`src/rtl/czono_linmap_seq_if.sv`:
```
// Control bundle between the CZonotope scheduler / MAC datapath (master side)
// and the linear-image sequencer (slave side).
interface czono_linmap_seq_if #(
    parameter int NMAX  = 3,
    parameter int NRMAX = 3,
    parameter int NGMAX = 15
);
    localparam int WN = $clog2(NMAX + 1);
    localparam int WR = $clog2(NRMAX + 1);
    localparam int WG = $clog2(NGMAX + 1);

    logic          start_i;
    logic [WN-1:0] z_n_i;
    logic [WG-1:0] z_ng_i;
    logic [WN-1:0] r_n_i;
    logic [WR-1:0] r_nr_i;
    logic          mac_ready_i;

    logic          busy_o;
    logic          done_o;
    logic          err_o;
    logic [WN-1:0] idx_n_o;
    logic [WR-1:0] idx_r_o;
    logic [WG-1:0] idx_g_o;
    logic          phase_o;
    logic          acc_clr_o;
    logic          acc_en_o;
    logic          wr_c_o;
    logic          wr_g_o;

    modport master (
        output start_i, z_n_i, z_ng_i, r_n_i, r_nr_i, mac_ready_i,
        input  busy_o, done_o, err_o, idx_n_o, idx_r_o, idx_g_o,
        input  phase_o, acc_clr_o, acc_en_o, wr_c_o, wr_g_o
    );

    modport slave (
        input  start_i, z_n_i, z_ng_i, r_n_i, r_nr_i, mac_ready_i,
        output busy_o, done_o, err_o, idx_n_o, idx_r_o, idx_g_o,
        output phase_o, acc_clr_o, acc_en_o, wr_c_o, wr_g_o
    );
endinterface

```
`src/rtl/czono_linmap_seq.sv`:
```
// Sequencer for the shared FP MAC computing the constrained-zonotope linear image
// (R*c then R*G): walks n/r/g indices and drives accumulator and write strobes.
module czono_linmap_seq #(
    parameter int NMAX  = 3,
    parameter int NRMAX = 3,
    parameter int NGMAX = 15
) (
    input  logic               clk_i,
    input  logic               rstn_i,
    czono_linmap_seq_if.slave  bus
);
    localparam int WN = $clog2(NMAX + 1);
    localparam int WR = $clog2(NRMAX + 1);
    localparam int WG = $clog2(NGMAX + 1);

    localparam logic [WN-1:0] N_ONE = WN'(1);
    localparam logic [WR-1:0] R_ONE = WR'(1);
    localparam logic [WG-1:0] G_ONE = WG'(1);

    typedef enum logic [2:0] {
        S_IDLE   = 3'd0,
        S_CHECK  = 3'd1,
        S_CENTER = 3'd2,
        S_GEN    = 3'd3,
        S_DONE   = 3'd4,
        S_ERR    = 3'd5
    } state_t;

    state_t        r_state;
    state_t        w_state_next;

    logic [WN-1:0] r_zn;
    logic [WG-1:0] r_zng;
    logic [WN-1:0] r_rn;
    logic [WR-1:0] r_rnr;

    logic [WN-1:0] r_idx_n;
    logic [WR-1:0] r_idx_r;
    logic [WG-1:0] r_idx_g;
    logic [WN-1:0] w_idx_n_next;
    logic [WR-1:0] w_idx_r_next;
    logic [WG-1:0] w_idx_g_next;

    logic          w_last_n;
    logic          w_last_r;
    logic          w_last_g;
    logic          w_dim_err;
    logic          w_loop;
    logic          w_step;

    // Upper-bound checks are done in int so they stay meaningful at any parameter set.
    assign w_dim_err = (r_zn != r_rn)
                     || (r_zn == '0) || (r_zng == '0) || (r_rnr == '0)
                     || (int'(r_zn)  > NMAX)
                     || (int'(r_rnr) > NRMAX)
                     || (int'(r_zng) > NGMAX);

    assign w_last_n = (r_idx_n == r_zn  - N_ONE);
    assign w_last_r = (r_idx_r == r_rnr - R_ONE);
    assign w_last_g = (r_idx_g == r_zng - G_ONE);
    assign w_loop   = (r_state == S_CENTER) || (r_state == S_GEN);
    assign w_step   = w_loop && bus.mac_ready_i;

    always_ff @(posedge clk_i or negedge rstn_i) begin
        if (!rstn_i) begin
            r_zn  <= '0;
            r_zng <= '0;
            r_rn  <= '0;
            r_rnr <= '0;
        end else if (r_state == S_IDLE && bus.start_i) begin
            r_zn  <= bus.z_n_i;
            r_zng <= bus.z_ng_i;
            r_rn  <= bus.r_n_i;
            r_rnr <= bus.r_nr_i;
        end
    end

    always_ff @(posedge clk_i or negedge rstn_i) begin
        if (!rstn_i) begin
            r_state <= S_IDLE;
            r_idx_n <= '0;
            r_idx_r <= '0;
            r_idx_g <= '0;
        end else begin
            r_state <= w_state_next;
            r_idx_n <= w_idx_n_next;
            r_idx_r <= w_idx_r_next;
            r_idx_g <= w_idx_g_next;
        end
    end

    // Indices wrap back to zero on every loop exit, so CENTER and GEN both start at 0.
    always_comb begin
        w_state_next = r_state;
        w_idx_n_next = r_idx_n;
        w_idx_r_next = r_idx_r;
        w_idx_g_next = r_idx_g;
        case (r_state)
            S_IDLE: begin
                if (bus.start_i) w_state_next = S_CHECK;
            end
            S_CHECK: begin
                w_state_next = w_dim_err ? S_ERR : S_CENTER;
            end
            S_CENTER: begin
                if (bus.mac_ready_i) begin
                    if (!w_last_n) begin
                        w_idx_n_next = r_idx_n + N_ONE;
                    end else begin
                        w_idx_n_next = '0;
                        if (!w_last_r) begin
                            w_idx_r_next = r_idx_r + R_ONE;
                        end else begin
                            w_idx_r_next = '0;
                            w_state_next = S_GEN;
                        end
                    end
                end
            end
            S_GEN: begin
                if (bus.mac_ready_i) begin
                    if (!w_last_n) begin
                        w_idx_n_next = r_idx_n + N_ONE;
                    end else begin
                        w_idx_n_next = '0;
                        if (!w_last_r) begin
                            w_idx_r_next = r_idx_r + R_ONE;
                        end else begin
                            w_idx_r_next = '0;
                            if (!w_last_g) begin
                                w_idx_g_next = r_idx_g + G_ONE;
                            end else begin
                                w_idx_g_next = '0;
                                w_state_next = S_DONE;
                            end
                        end
                    end
                end
            end
            S_DONE:  w_state_next = S_IDLE;
            S_ERR:   w_state_next = S_IDLE;
            default: w_state_next = S_IDLE;
        endcase
    end

    always_comb begin
        bus.busy_o    = (r_state == S_CHECK) || w_loop;
        bus.done_o    = (r_state == S_DONE);
        bus.err_o     = (r_state == S_ERR);
        bus.phase_o   = (r_state == S_GEN);
        bus.idx_n_o   = w_loop ? r_idx_n : '0;
        bus.idx_r_o   = w_loop ? r_idx_r : '0;
        bus.idx_g_o   = w_loop ? r_idx_g : '0;
        bus.acc_en_o  = w_step;
        bus.acc_clr_o = w_step && (r_idx_n == '0);
        bus.wr_c_o    = w_step && (r_state == S_CENTER) && w_last_n;
        bus.wr_g_o    = w_step && (r_state == S_GEN) && w_last_n;
    end

endmodule
```
`src/flat_wrapper.sv`:
```
// flat-port wrapper written by rule: the top's interface ports become plain ports
module czono_linmap_seq_flat 
#(
    parameter int NMAX  = 3,
    parameter int NRMAX = 3,
    parameter int NGMAX = 15
)
  (clk_i, rstn_i, bus_start_i, bus_z_n_i, bus_z_ng_i, bus_r_n_i, bus_r_nr_i, bus_mac_ready_i, bus_busy_o, bus_done_o, bus_err_o, bus_idx_n_o, bus_idx_r_o, bus_idx_g_o, bus_phase_o, bus_acc_clr_o, bus_acc_en_o, bus_wr_c_o, bus_wr_g_o);
  czono_linmap_seq_if #(.NMAX(NMAX), .NRMAX(NRMAX), .NGMAX(NGMAX)) bus_i ();
  input  logic clk_i;
  input  logic rstn_i;
  input wire logic [$bits(bus_i.start_i)-1:0] bus_start_i;
  input wire logic [$bits(bus_i.z_n_i)-1:0] bus_z_n_i;
  input wire logic [$bits(bus_i.z_ng_i)-1:0] bus_z_ng_i;
  input wire logic [$bits(bus_i.r_n_i)-1:0] bus_r_n_i;
  input wire logic [$bits(bus_i.r_nr_i)-1:0] bus_r_nr_i;
  input wire logic [$bits(bus_i.mac_ready_i)-1:0] bus_mac_ready_i;
  output wire logic [$bits(bus_i.busy_o)-1:0] bus_busy_o;
  output wire logic [$bits(bus_i.done_o)-1:0] bus_done_o;
  output wire logic [$bits(bus_i.err_o)-1:0] bus_err_o;
  output wire logic [$bits(bus_i.idx_n_o)-1:0] bus_idx_n_o;
  output wire logic [$bits(bus_i.idx_r_o)-1:0] bus_idx_r_o;
  output wire logic [$bits(bus_i.idx_g_o)-1:0] bus_idx_g_o;
  output wire logic [$bits(bus_i.phase_o)-1:0] bus_phase_o;
  output wire logic [$bits(bus_i.acc_clr_o)-1:0] bus_acc_clr_o;
  output wire logic [$bits(bus_i.acc_en_o)-1:0] bus_acc_en_o;
  output wire logic [$bits(bus_i.wr_c_o)-1:0] bus_wr_c_o;
  output wire logic [$bits(bus_i.wr_g_o)-1:0] bus_wr_g_o;
  assign bus_i.start_i = bus_start_i;
  assign bus_i.z_n_i = bus_z_n_i;
  assign bus_i.z_ng_i = bus_z_ng_i;
  assign bus_i.r_n_i = bus_r_n_i;
  assign bus_i.r_nr_i = bus_r_nr_i;
  assign bus_i.mac_ready_i = bus_mac_ready_i;
  assign bus_busy_o = bus_i.busy_o;
  assign bus_done_o = bus_i.done_o;
  assign bus_err_o = bus_i.err_o;
  assign bus_idx_n_o = bus_i.idx_n_o;
  assign bus_idx_r_o = bus_i.idx_r_o;
  assign bus_idx_g_o = bus_i.idx_g_o;
  assign bus_phase_o = bus_i.phase_o;
  assign bus_acc_clr_o = bus_i.acc_clr_o;
  assign bus_acc_en_o = bus_i.acc_en_o;
  assign bus_wr_c_o = bus_i.wr_c_o;
  assign bus_wr_g_o = bus_i.wr_g_o;
  czono_linmap_seq #(.NMAX(NMAX), .NRMAX(NRMAX), .NGMAX(NGMAX)) u_core (.clk_i(clk_i), .rstn_i(rstn_i), .bus(bus_i));
endmodule
```
`config.mk`:
```
export PLATFORM = sky130hd
export DESIGN_NAME = czono_linmap_seq_flat
export DESIGN_NICKNAME = d
export VERILOG_FILES = /design/src/rtl/czono_linmap_seq_if.sv /design/src/rtl/czono_linmap_seq.sv /design/src/flat_wrapper.sv
export SDC_FILE = /design/constraint.sdc
export NUM_CORES = 1
export LEC_CHECK = 0
export CORE_ASPECT_RATIO = 1.1
export CORE_MARGIN = 2
export CORE_UTILIZATION = 45
export DETAILED_ROUTE_END_ITERATION = 16
export GPL_TIMING_DRIVEN = 0
export PLACE_DENSITY = 0.75
export SYNTH_ARGS = -nofsm -noshare
export SYNTH_HDL_FRONTEND = slang
export SYNTH_SLANG_ARGS = --single-unit
```
`constraint.sdc`:
```
create_clock -name clk_i -period 1.9 [get_ports clk_i]
set_input_delay 0.475 -clock clk_i [delete_from_list [all_inputs] [get_ports clk_i]]
set_output_delay 0.475 -clock clk_i [all_outputs]
set_load 0.01 [all_outputs]
```
Word-level counts from Yosys, hierarchy flattened
Cells that the tools add are included.
Widths: inputs -> output; s select.
{"block": "totals", "ff_bits": 21, "latch_bits": 0, "ramBits": 0, "romBits": 0, "inputBits": 14, "output_inout_bits": 16, "mem_count": 0}
{"block": "op_classes", "add_sub_neg": 6, "n_mul": 0, "n_div": 0, "magnitude_cmp": 0, "eq_ne": 17, "n_shift": 0, "muxes": 16, "bitwise_logic": 0, "reduce_logical": 22}
{"operator": "$mux 3", "n": 9}
{"operator": "$pmux 3 s4", "n": 1}
{"operator": "$ne 2x1->1 const B", "n": 5}
{"operator": "$mux 2", "n": 4}
{"operator": "$mux 4", "n": 2}
{"operator": "$reduce_and 8->1", "n": 1}
{"operator": "$logic_and 1x1->1", "n": 7}
{"operator": "$eq 3x2->1 const B", "n": 2}
{"operator": "$eq 3x3->1 const B", "n": 2}
{"operator": "$logic_not 2->1", "n": 3}
{"operator": "$ne 2x2->1 const B", "n": 3}
{"operator": "$logic_or 1x1->1", "n": 5}
{"operator": "$add 2x1->2 const B", "n": 2}
{"operator": "$add 4x1->4 const B", "n": 1}
{"operator": "$eq 2x2->1", "n": 2}
{"operator": "$eq 4x4->1", "n": 1}
{"operator": "$logic_not 4->1", "n": 1}
{"operator": "$reduce_and 4->1", "n": 1}
{"operator": "$sub 2x1->2 const B", "n": 2}
{"operator": "$sub 4x1->4 const B", "n": 1}
{"operator": "$eq 3x1->1 const B", "n": 1}
{"operator": "$logic_not 3->1", "n": 1}
{"operator": "$reduce_and 3->1", "n": 1}
{"operator": "$ne 2x2->1", "n": 1}
{"operator": "2 further kinds", "n": 2}

Longest topological paths before layout
Gate-level depths: netlist (run 1).
{"block": "logic_depth", "word_depth": 7, "mapped_depth": 7}

Least setup slack after synthesis (run 1)
Ideal clock, no wire load.
{"block": "synth_timing", "path_type": "register -> output", "startpoint": "reg u_core.r_zn[0]", "endpoint": "out bus_wr_c_o", "t_arrival_ns": 1.430, "slack_ns": -0.005, "stages_incl_launch_ff": 7, "path_cell_list": "dfrtp_1 > inv_1 > ha_1 > xor2_1 > and3_4 > nand2_1 > nor2_1"}
{"block": "synth_between", "elab_chain_cells": 3}
{"element": "from (decl)", "line": "czono_linmap_seq.sv:32", "rtl": "logic [WN-1:0] r_zn;"}
{"element": "from (signal assigned)", "line": "czono_linmap_seq.sv:71", "rtl": "r_zn <= bus.z_n_i;"}
{"element": "$sub 2x1->2", "line": "czono_linmap_seq.sv:58", "rtl": "assign w_last_n = (r_idx_n == r_zn - N_ONE);"}
{"element": "$eq 2x2->1", "line": "czono_linmap_seq.sv:58"}
{"element": "$logic_and 1x1->1", "line": "czono_linmap_seq.sv:156", "rtl": "bus.wr_c_o = w_step && (r_state == S_CENTER) && w_last_n;"}
{"element": "to (decl)", "line": "flat_wrapper.sv:27", "rtl": "output wire logic [$bits(bus_i.wr_c_o)-1:0] bus_wr_c_o;"}
Every way passes these cells.

Final worst setup path (run 1)
{"block": "layout_timing", "startpoint": "reg u_core.r_zn[1]", "endpoint": "out bus_wr_g_o"}
{"block": "layout_between", "elab_chain_cells": 3}
{"element": "$sub 2x1->2", "line": "czono_linmap_seq.sv:58"}
{"element": "$eq 2x2->1", "line": "czono_linmap_seq.sv:58"}
{"element": "$logic_and 1x1->1", "line": "czono_linmap_seq.sv:157", "rtl": "bus.wr_g_o = w_step && (r_state == S_GEN) && w_last_n;"}
{"element": "to (decl)", "line": "flat_wrapper.sv:28", "rtl": "output wire logic [$bits(bus_i.wr_g_o)-1:0] bus_wr_g_o;"}
Every way passes these cells.

==> impl_metrics.tcl, run 1 <==
set metrics [dict create \
    status "finished, violations left" \
    violations "setup timing" \
    period_minus_slack_ps 2162 \
    report.final.slew_viol_count 0 \
    setup_viol 7 \
    met3_usage 0.02941 \
    reg2reg_depth 9 \
    final_design_area_no_fill_um2 2012 \
    crit_slowest_cell "dfrtp_1" \
    mostFrequentLayoutCell "buf_4" \
    p_per_area_nw_per_um2 1435 \
    skew_ps 10.20 \
    coreArea_um2 2803 \
    regArea_um2 528.0 \
    clock_latency_ps 320 \
    critPathLaunchType "flip-flop" \
    p_leak_uw 0.0009787 \
    avgSynthCellArea_um2 9.641 \
    dieArea_um2 3431 \
    via_per_inst 5.259 \
    ys_ff_latch 21 \
    end_kind "output pin" \
    post_layout_nonfiller_instances 232 \
    post-place-ws_ps -586.2 \
    crit_type "reg -> out" \
    synth_edf_count 0 \
    yosys_warnings 0 \
    crit_required_ps 1420 \
    htreeDepth 1 \
    ios 30 \
    wirelength_mm 3.446 \
    path_max_fanout 3 \
    drc_errors 0 \
    clock_sinks 21 \
    critPathBufInv 2 \
    drive_gt1_frac 0.4372 \
    synth-main-ff-cell "dfrtp_1" \
    grt_pass1_wl_mm 5.554 \
    syn-instance-count 139 \
    final.setup.tns_ps -802.7 \
    dr.pass1.iters 4 \
    postLayoutCoreUtil 0.7179 \
    vias 1220 \
    grt_use_met2 0.3950 \
    nFillCells 221 \
    antenna_found_initial 0 \
    grt_pass1_vias 1258 \
    finalHoldViolations 0 \
    hp-class "reg -> reg" \
    worst_slew_pin_slew_ps 982.4 \
    peakVddDrop_mv 0.8697 \
    dp.cells 201 \
    netlist_area_um2 1340 \
    max_stage_delay_ps 400 \
    use_met1 0.2322 \
    cts_tree "built" \
    track_usage 0.2102 \
    root_buffer "clkbuf_4" \
    die_h_um 61.24 \
    start_util 0.4781 \
    ys_seq_area_frac 0.3922 \
    grt_max_degree 22 \
    num_rows 20 \
    critical_path_arrival_ps 1690 \
    port_buffers 29 \
    ant_nets 0 \
    area_growth_pct 50.14 \
    max_slew_margin 0.3430 \
    multi_input_area_um2 830.8 \
    drtIter0Drc 25 \
    final_nets 219 \
    layout_setup_ws_ps -262.0 \
    gp_congestion 0.7582 \
    n_antenna_cell 0 \
    placed_area_um2 1672 \
    numCtsBuffers 3 \
    syn_nets 158 \
    fp.dieW_um 56.03 \
    cp.depth 7 \
    worstHoldPathCells 1 \
    wl_per_cell_um 14.85 \
    critical-path-top-delay-family "flip-flops" \
    final_cell_mix "buf_4, dfrtp_1, buf_6" \
    fmax_mhz 462.5 \
    maxCapViolCount 0 \
    post-route-period-util 1.138 \
    cp_cell_sequence "inv_2, ha_4, xor2_2, and3_4, nand2_4, nor2_1, buf_2" \
    overflow 0 \
    async_flop_share 1.000 \
    ys_types 40 \
    path_clk_slew_ps 130 \
    cts_hold_buf 0 \
    rsz0062_at_grt "yes" \
    cts_buffer_depth 2 \
    grt_busiest_layer "met2" \
    dp_hpwl_mm 2.146 \
]
[layer usage]
layer  part of all wire  wire [µm]
met5                  0          0
met3              0.035        122
met2               0.52       1802
met1               0.42       1458
met4              0.018         62
[logic make-up after synthesis]
| kind of cell | count (synthesis) | synth area share |
|---|---|---|
| and+or+nand+nor | 54 | 0.2661 |
| AOI/OAI and AO/OA | 25 | 0.1317 |
| DFF | 21 | 0.3922 |
| buffers and inverters | 18 | 0.05135 |
| xor gates and xnor gates | 12 | 0.07843 |
| adders and majority gates | 5 | 0.04669 |
| muxes | 4 | 0.03361 |
[sequential cells by signal, indices dropped and copies added, names as in the netlist]
signal,cells
u_core.r_idx_g,4
u_core.r_rn,2
u_core.r_zng,4
u_core.r_idx_n,2
u_core.r_rnr,2
u_core.r_state,3
u_core.r_zn,2
u_core.r_idx_r,2
[report_power, final]
group	leakage (µW)	switching (µW)	internal, µW
clock	0.0000177	151	79.0
sequential	0.000265	174	629
combinational	0.000696	897	956
total	0.000979	1220	1660
[synthesized netlist by cell type (2+ instances only)]
cell type / count / area [µm²]
a21oi_1: 3 / 15.01
a22o_1: 2 / 17.52
and2_1: 10 / 62.56
clkbuf_1: 4 / 15.01
dfrtp_1: 21 / 525.5
ha_1: 5 / 62.56
inv_1: 13 / 48.80
mux2_2: 4 / 45.04
nand2_1: 12 / 45.04
nand3_1: 2 / 10.01
nor2_1: 8 / 30.03
nor3_1: 2 / 10.01
nor3b_1: 2 / 15.01
nor4b_1: 2 / 17.52
o21ai_0: 13 / 65.06
or2_2: 2 / 12.51
xnor2_1: 4 / 35.03
xor2_1: 8 / 70.07
[worst register-to-register path, cell delays in order (launching register included)]
cell	delay, ps
dfrtp_1	400
inv_2	60
ha_4	280
xor2_2	140
and3_4	220
buf_4	110
buf_6	110
nand2_4	50
or2_4	250
a2111oi_4	300
[timing repair]
action / 4_1_cts / 5_1_grt
pin swaps: 4 / 10
endpoints found under the hold margin: 0 / 0
setup buffers: 19 / 14
gates resized for setup: 90 / 24
setup endpoints to repair: 19 / 28
cloned: 1 / 0
[area by class of cell]
cell class | instances | share of cell area
Multi-Input combinational cell | 100 | 0.4129
Sequential cell | 21 | 0.2624
Timing Repair Buffer | 59 | 0.2600
Inverter | 13 | 0.02425
Tap cell | 33 | 0.02052
Clock buffer | 3 | 0.01119
Buffer | 2 | 0.006219
Clock inverter | 1 | 0.002488
[worst paths after layout]
path / startpoint / slack (ps) / to
max: u_core.r_zn[1] / -260 / bus_wr_g_o
min: u_core.r_rn[1] / 550 / u_core.r_rn[1]
max reg2reg: u_core.r_zn[1] / -120 / u_core.r_state[2]
min reg2reg: u_core.r_rn[1] / 550 / u_core.r_rn[1]
max in group asynchronous: rstn_i / 570 / u_core.r_state[2]
min in group asynchronous: rstn_i / 680 / u_core.r_zng[0]
[metrics by stage]
step,total power [µW],hold WS [ps]
finish,2887,551.0
global route,3096,564.3
CTS,2706,552.1
detailed placement,2169,521.2
global placement,2090,514.0
floorplan,1806,179.4
No activity file was read; power rests on OpenSTA's default activity.
==> run 2, diff against run 1 <==
--- a/config.mk
+++ b/config.mk
@@ -7,10 +7,10 @@
 export LEC_CHECK = 0
 export CORE_ASPECT_RATIO = 1.1
 export CORE_MARGIN = 2
-export CORE_UTILIZATION = 45
+export CORE_UTILIZATION = 50
 export DETAILED_ROUTE_END_ITERATION = 16
 export GPL_TIMING_DRIVEN = 0
-export PLACE_DENSITY = 0.75
+export PLACE_DENSITY = 0.79
 export SYNTH_ARGS = -nofsm -noshare
 export SYNTH_HDL_FRONTEND = slang
 export SYNTH_SLANG_ARGS = --single-unit
==> constraint.sdc (replaced) <==
create_clock -name clk_i -period 2.06 [get_ports clk_i]
set_input_delay 0.515 -clock clk_i [delete_from_list [all_inputs] [get_ports clk_i]]
set_output_delay 0.515 -clock clk_i [all_outputs]
set_load 0.01 [all_outputs]
==> impl_metrics.tcl, run 2 (synthesis gave the netlist of run 1 again) <==
set metrics [dict create \
    cts_buffer_depth 2 \
    grt_pass1_vias 1101 \
    dr.pass1.iters 5 \
    cp_cell_sequence "inv_2, ha_4, xor2_2, and3_4, nand2_4, nor2_1, buf_2" \
    path_clk_slew_ps 120 \
    use_met1 0.2862 \
    n_antenna_cell 0 \
    period_minus_slack_ps 2209 \
    final_design_area_no_fill_um2 1863 \
    vias 1185 \
    fp.dieW_um 53.36 \
    p_per_area_nw_per_um2 1354 \
    worst_slew_pin_slew_ps 946.5 \
    clock_sinks 21 \
    track_usage 0.2234 \
    critical-path-top-delay-family "flip-flops" \
    dieArea_um2 3111 \
    via_per_inst 5.461 \
    post-route-period-util 1.072 \
    grt_busiest_layer "met2" \
    reg2reg_depth 9 \
    cp-startpoint "u_core.r_zn[0]" \
    max_stage_delay_ps 390 \
    min_from "u_core.r_rn[0]" \
    critical_path_arrival_ps 1690 \
    report.power.total_uw 2522 \
    critPathLaunchType "flip-flop" \
    htreeDepth 1 \
    hp-class "reg -> reg" \
    ant_nets 0 \
    placed_area_um2 1669 \
    path_max_fanout 4 \
    drtIter0Drc 51 \
    rsz0062_at_grt "yes" \
    start_util 0.5318 \
    setup_viol 2 \
    wirelength_mm 3.166 \
    wl_per_cell_um 14.59 \
    critPathBufInv 2 \
    multi_input_area_um2 805.8 \
    maxCapViolCount 0 \
    report.final.slew_viol_count 0 \
    status "finished, violations left" \
    reg.largest.list "u_core.r_idx_g x4, u_core.r_zng x4, u_core.r_state x3" \
    hold_slack_ps 548.0 \
    crit_required_ps 1540 \
    grt_max_degree 22 \
    layout_setup_ws_ps -149.1 \
    die_h_um 58.30 \
    final_nets 206 \
    gp_congestion 0.8238 \
    finalHoldViolations 0 \
    cts_tree "built" \
    crit_type "reg -> out" \
    port_buffers 29 \
    postLayoutCoreUtil 0.7393 \
    numCtsBuffers 3 \
    grt_use_met2 0.3721 \
    p_leak_uw 0.0008938 \
    peakVddDrop_mv 1.025 \
    mostFrequentLayoutCell "dfrtp_1" \
    ios 30 \
    reg2reg_from "u_core.r_zn[0]" \
    met3_usage 0.02792 \
    coreArea_um2 2520 \
    drc_errors 0 \
    max_slew_margin 0.3670 \
    fmax_mhz 452.7 \
    final_cell_mix "dfrtp_1, buf_4, o21ai_0, clkdlybuf4s50_1, inv_1" \
    root_buffer "clkbuf_4" \
    grt_pass1_wl_mm 5.050 \
    cp.depth 7 \
    overflow 0 \
    crit_slowest_cell "dfrtp_1" \
    regArea_um2 526.8 \
    worstHoldPathCells 1 \
    nFillCells 185 \
    area_growth_pct 39.03 \
    skew_ps 5.929 \
    dp_hpwl_mm 2.105 \
    end_kind "output pin" \
    num_rows 19 \
    antenna_found_initial 0 \
    clock_latency_ps 320 \
    drive_gt1_frac 0.3280 \
    violations "setup timing" \
]
## run 2: cell types whose count changed in the layout (fill, tap and decap cells not counted), sizes merged
cell	delta
clkdlybuf4s15	+2
buf	-18
dlygate4sd2	+3
## run 2: worst paths after layout
kind	to	slack (ps)
setup / recovery	bus_wr_c_o	-150
hold / removal	u_core.r_rn[0]	550
setup reg to reg	u_core.r_state[2]	70
hold reg to reg	u_core.r_rn[0]	550
max in group asynchronous	u_core.r_state[0]	720
min in group asynchronous	u_core.r_idx_g[1]	710
## run 2: what timing repair did
item / CTS / global route
endpoints found under the setup margin: 16 / 15
hold buffers: 0 / 0
pin swaps: 3 / 7
buffers inserted: 8 / 8
hold endpoints to repair: 0 / 0
gates resized for setup: 65 / 11
## run 2: worst register-to-register path, stage by stage (launching register included)
cell       delay (ps)
dfrtp_1           390
inv_2              60
ha_4              270
xor2_2            150
and3_4            220
buf_4             110
buf_6             110
nand2_4            50
or2_4             240
a2111oi_4         290
## run 2: power by group
group	internal, µW	switching [µW]	leakage (µW)	total (µW)
Combinational	784	787	0.000610	1570
Sequential	579	162	0.000266	741
Clock	72.8	136	0.0000177	209
Total	1440	1090	0.000894	2520
## run 2: final cells by class
cell class | instances | share of cell area
Clock inverter | 1 | 0.002686
Timing Repair Buffer | 45 | 0.2089
Clock buffer | 3 | 0.01209
Tap cell | 31 | 0.02082
Inverter | 13 | 0.02619
Sequential cell | 21 | 0.2827
Buffer | 3 | 0.01410
Multi-Input combinational cell | 100 | 0.4325
## run 2: metrics by stage
step	setup WS (ps)	std cells	TNS, ps
after CTS	-145.7	210	-310.5
after floorplan	115.3	139	0
final	-149.1	217	-274.0
after global placement	-490.6	199	-3113
after global routing	-260.2	217	-706.1
after detailed placement	-515.7	199	-3868
## run 2: metal layers
layer  routed length (µm)  vias to the layer above
met5                    0                        -
met4                   67                        0
met2                 1670                       44
met1                 1277                      571
li1                     -                      563
met3                  151                        7
==> run 3, diff against run 2 <==
--- a/config.mk
+++ b/config.mk
@@ -5,9 +5,11 @@
 export SDC_FILE = /design/constraint.sdc
 export NUM_CORES = 1
 export LEC_CHECK = 0
+export ABC_AREA = 1
 export CORE_ASPECT_RATIO = 1.1
 export CORE_MARGIN = 2
 export CORE_UTILIZATION = 50
+export CTS_CLUSTER_SIZE = 25
 export DETAILED_ROUTE_END_ITERATION = 16
 export GPL_TIMING_DRIVEN = 0
 export PLACE_DENSITY = 0.79
==> impl_metrics.tcl, run 3 <==
set metrics [dict create \
    status "finished, violations left" \
    violations "setup timing" \
    num_rows 19 \
    p_leak_uw 0.0009787 \
    regToRegSetupSlack_ps 340 \
    hp-class "reg -> reg" \
    pwr-share-comb 0.654 \
    hold_slack_ps 545.5 \
    ys_seq_area_frac 0.3907 \
    final.setup.tns_ps -1.209 \
    p_int_uw 1465 \
    crit_required_ps 1540 \
    met3_usage 0.03299 \
    post_layout_nonfiller_instances 252 \
    final_cell_mix "nand2_1, nor2_1, dfrtp_1" \
    layout_setup_ws_ps -1.209 \
    port_buffers 29 \
    syn-instance-count 177 \
    post-place-ws_ps -489.3 \
    max_slew_margin 0.3678 \
    fp.dieW_um 53.45 \
    synth_edf_count 0 \
    finalHoldViolations 0 \
    netlist_area_um2 1345 \
    antenna_found_initial 0 \
    final_nets 241 \
    crit_type "reg -> out" \
    grt_max_degree 22 \
    grt_busiest_layer "met2" \
    area_growth_pct 34.14 \
    netSwitchingPower_uw 1348 \
    synth_top_area_frac 0.3907 \
    wirelength_mm 3.220 \
    maxCapViolCount 0 \
    fmax_mhz 485.2 \
    reg.largest.list "u_core.r_idx_g x4, u_core.r_zng x4, u_core.r_state x3" \
    wl_per_cell_um 12.78 \
    gp_congestion 0.8133 \
    cts_buffer_depth 2 \
    ys_ff_latch 21 \
    skew_ps 4.891 \
    synth_commonest_cells "nand2_1, nor2_1, dfrtp_1, inv_1" \
    rsz0062_at_grt "yes" \
    start_util 0.5338 \
    syn_nets 196 \
    synth_most_common_cell "nand2_1" \
    clock_sinks 21 \
    ant_nets 0 \
    dieArea_um2 3121 \
    synth_area_leaders "dfrtp_1, nand2_1, nor2_1" \
    setup_viol 1 \
    htreeDepth 1 \
    ios 30 \
    track_usage 0.2319 \
    p_per_area_nw_per_um2 1559 \
    worst_slew_pin_slew_ps 945.3 \
    yosys.area.top_type "dfrtp_1" \
    cts_tree "built" \
    root_buffer "clkbuf_4" \
    cp_cell_sequence "inv_2, ha_4, inv_2, nand2_2, nand2_4, nand3_4, nor2_2, buf_2" \
    dr.pass1.iters 4 \
    n_antenna_cell 0 \
    grt_pass1_vias 1264 \
    drc_errors 0 \
    path_max_fanout 3 \
    swShare 0.4792 \
    use_met1 0.2760 \
    critPathLaunchType "flip-flop" \
    drive_gt1_frac 0.2624 \
    end_kind "output pin" \
    clkPwrFrac 0.073 \
    dp.cells 237 \
    via_per_inst 5.063 \
    regArea_um2 526.8 \
    cp_common_cell "inv_2" \
    async_flop_share 1.000 \
    grt_pass1_wl_mm 5.313 \
    ys_types 26 \
    path_clk_slew_ps 120 \
    clock_latency_ps 310 \
    drtIter0Drc 18 \
    die_h_um 58.40 \
    grt_use_met2 0.4180 \
    synth-main-ff-cell "dfrtp_1" \
    nFillCells 224 \
    yosys_warnings 0 \
    coreArea_um2 2520 \
    post-route-period-util 1.001 \
    crit_slowest_cell "dfrtp_1" \
    dp_hpwl_mm 2.307 \
    avgSynthCellArea_um2 7.599 \
    mostFrequentLayoutCell "nand2_1" \
    vias 1276 \
    peakVddDrop_mv 1.167 \
    report.final.slew_viol_count 0 \
    period_minus_slack_ps 2061 \
    multi_input_area_um2 759.5 \
    max_stage_delay_ps 410 \
    numCtsBuffers 3 \
    critical_path_arrival_ps 1550 \
    p_seq_frac 0.274 \
    overflow 0 \
    cts_hold_buf 0 \
]
## run 3: cell count changes after synthesis, moves of 6 or more
cell / previous run / this run
nor2_1: 8 / 31
inv_1: 13 / 21
o21ai_0: 13 / 6
nand3_1: 2 / 13
nand2_1: 12 / 34
and2_1: 10 / 0
a21oi_1: 3 / 13
inv_2: 0 / 6
## run 3: per-stage QoR
| stage | instance area (µm²) | power, µW | utilization |
|---|---|---|---|
| 2_1_floorplan | 1345 | 1862 | - |
| 3_3_place_gp | 1674 | 2265 | 0.6644 |
| 3_5_place_dp | 1674 | 2337 | 0.6644 |
| 4_1_cts | 1754 | 2650 | 0.6961 |
| 5_1_grt | 1804 | 3081 | 0.7160 |
| 6_report | 1804 | 2813 | 0.7160 |
## run 3: timing repair
item / in CTS / in global routing
pin swaps: 0 / 5
hold endpoints to repair: 0 / 0
setup endpoints to repair: 15 / 12
cloned: 0 / 0
gates resized for setup: 45 / 19
setup buffers: 7 / 4
## run 3: cell type report
cell class,count,share of cell area
tap,31,0.02150
buffer,2,0.009015
clock inverter,1,0.002774
multi-input combinational,127,0.4209
sequential,21,0.2920
inverter,27,0.05756
timing repair buffer,40,0.1838
clock buffer,3,0.01248
## run 3: cells by family after synthesis
logic type                 after synthesis  share of synthesized area
and+or+nand+nor                         93                     0.3414
muxes                                    2                    0.01674
adders and majority gates                5                    0.04651
xor gates and xnor gates                 5                    0.03256
buffers and inverters                   29                    0.08744
AOI/OAI and AO/OA                       22                    0.08465
DFF                                     21                     0.3907
## run 3: final timing paths
kind                                 startpoint                 to  cells after the start
min in group asynchronous                rstn_i     u_core.r_rn[1]                      1
worst max register to register  u_core.r_zng[0]  u_core.r_state[0]                     10
worst max-delay path             u_core.r_zn[1]         bus_wr_c_o                      8
max in group asynchronous                rstn_i  u_core.r_state[0]                      1
worst min-delay path            u_core.r_rnr[1]    u_core.r_rnr[1]                      2
worst min register to register  u_core.r_rnr[1]    u_core.r_rnr[1]                      2
## run 3: worst max-delay path, delay by kind of cell, from the launching register on
| kind | cells | cell delay [ps] |
|---|---|---|
| flip-flops | 1 | 410 |
| adder cells (fa/ha/maj) | 1 | 220 |
| buffers and inverters | 3 | 280 |
| AND/OR/NAND/NOR | 4 | 320 |
## run 3: metal layers
layer  routed length [µm]  vias to the layer above
li1                     -                      649
met1                 1342                      596
met2                 1721                       27
met3                  120                        4
met4                   36                        0
met5                    0                        -
## run 3: power groups by stage
stage                     Clock [µW]  Combinational, µW  Sequential (µW)
after CTS                        205               1680              761
final                            205               1840              769
after global placement             0               1500              761
after floorplan                    0               1130              735
after detailed placement           0               1570              771
after global routing             223               2070              792
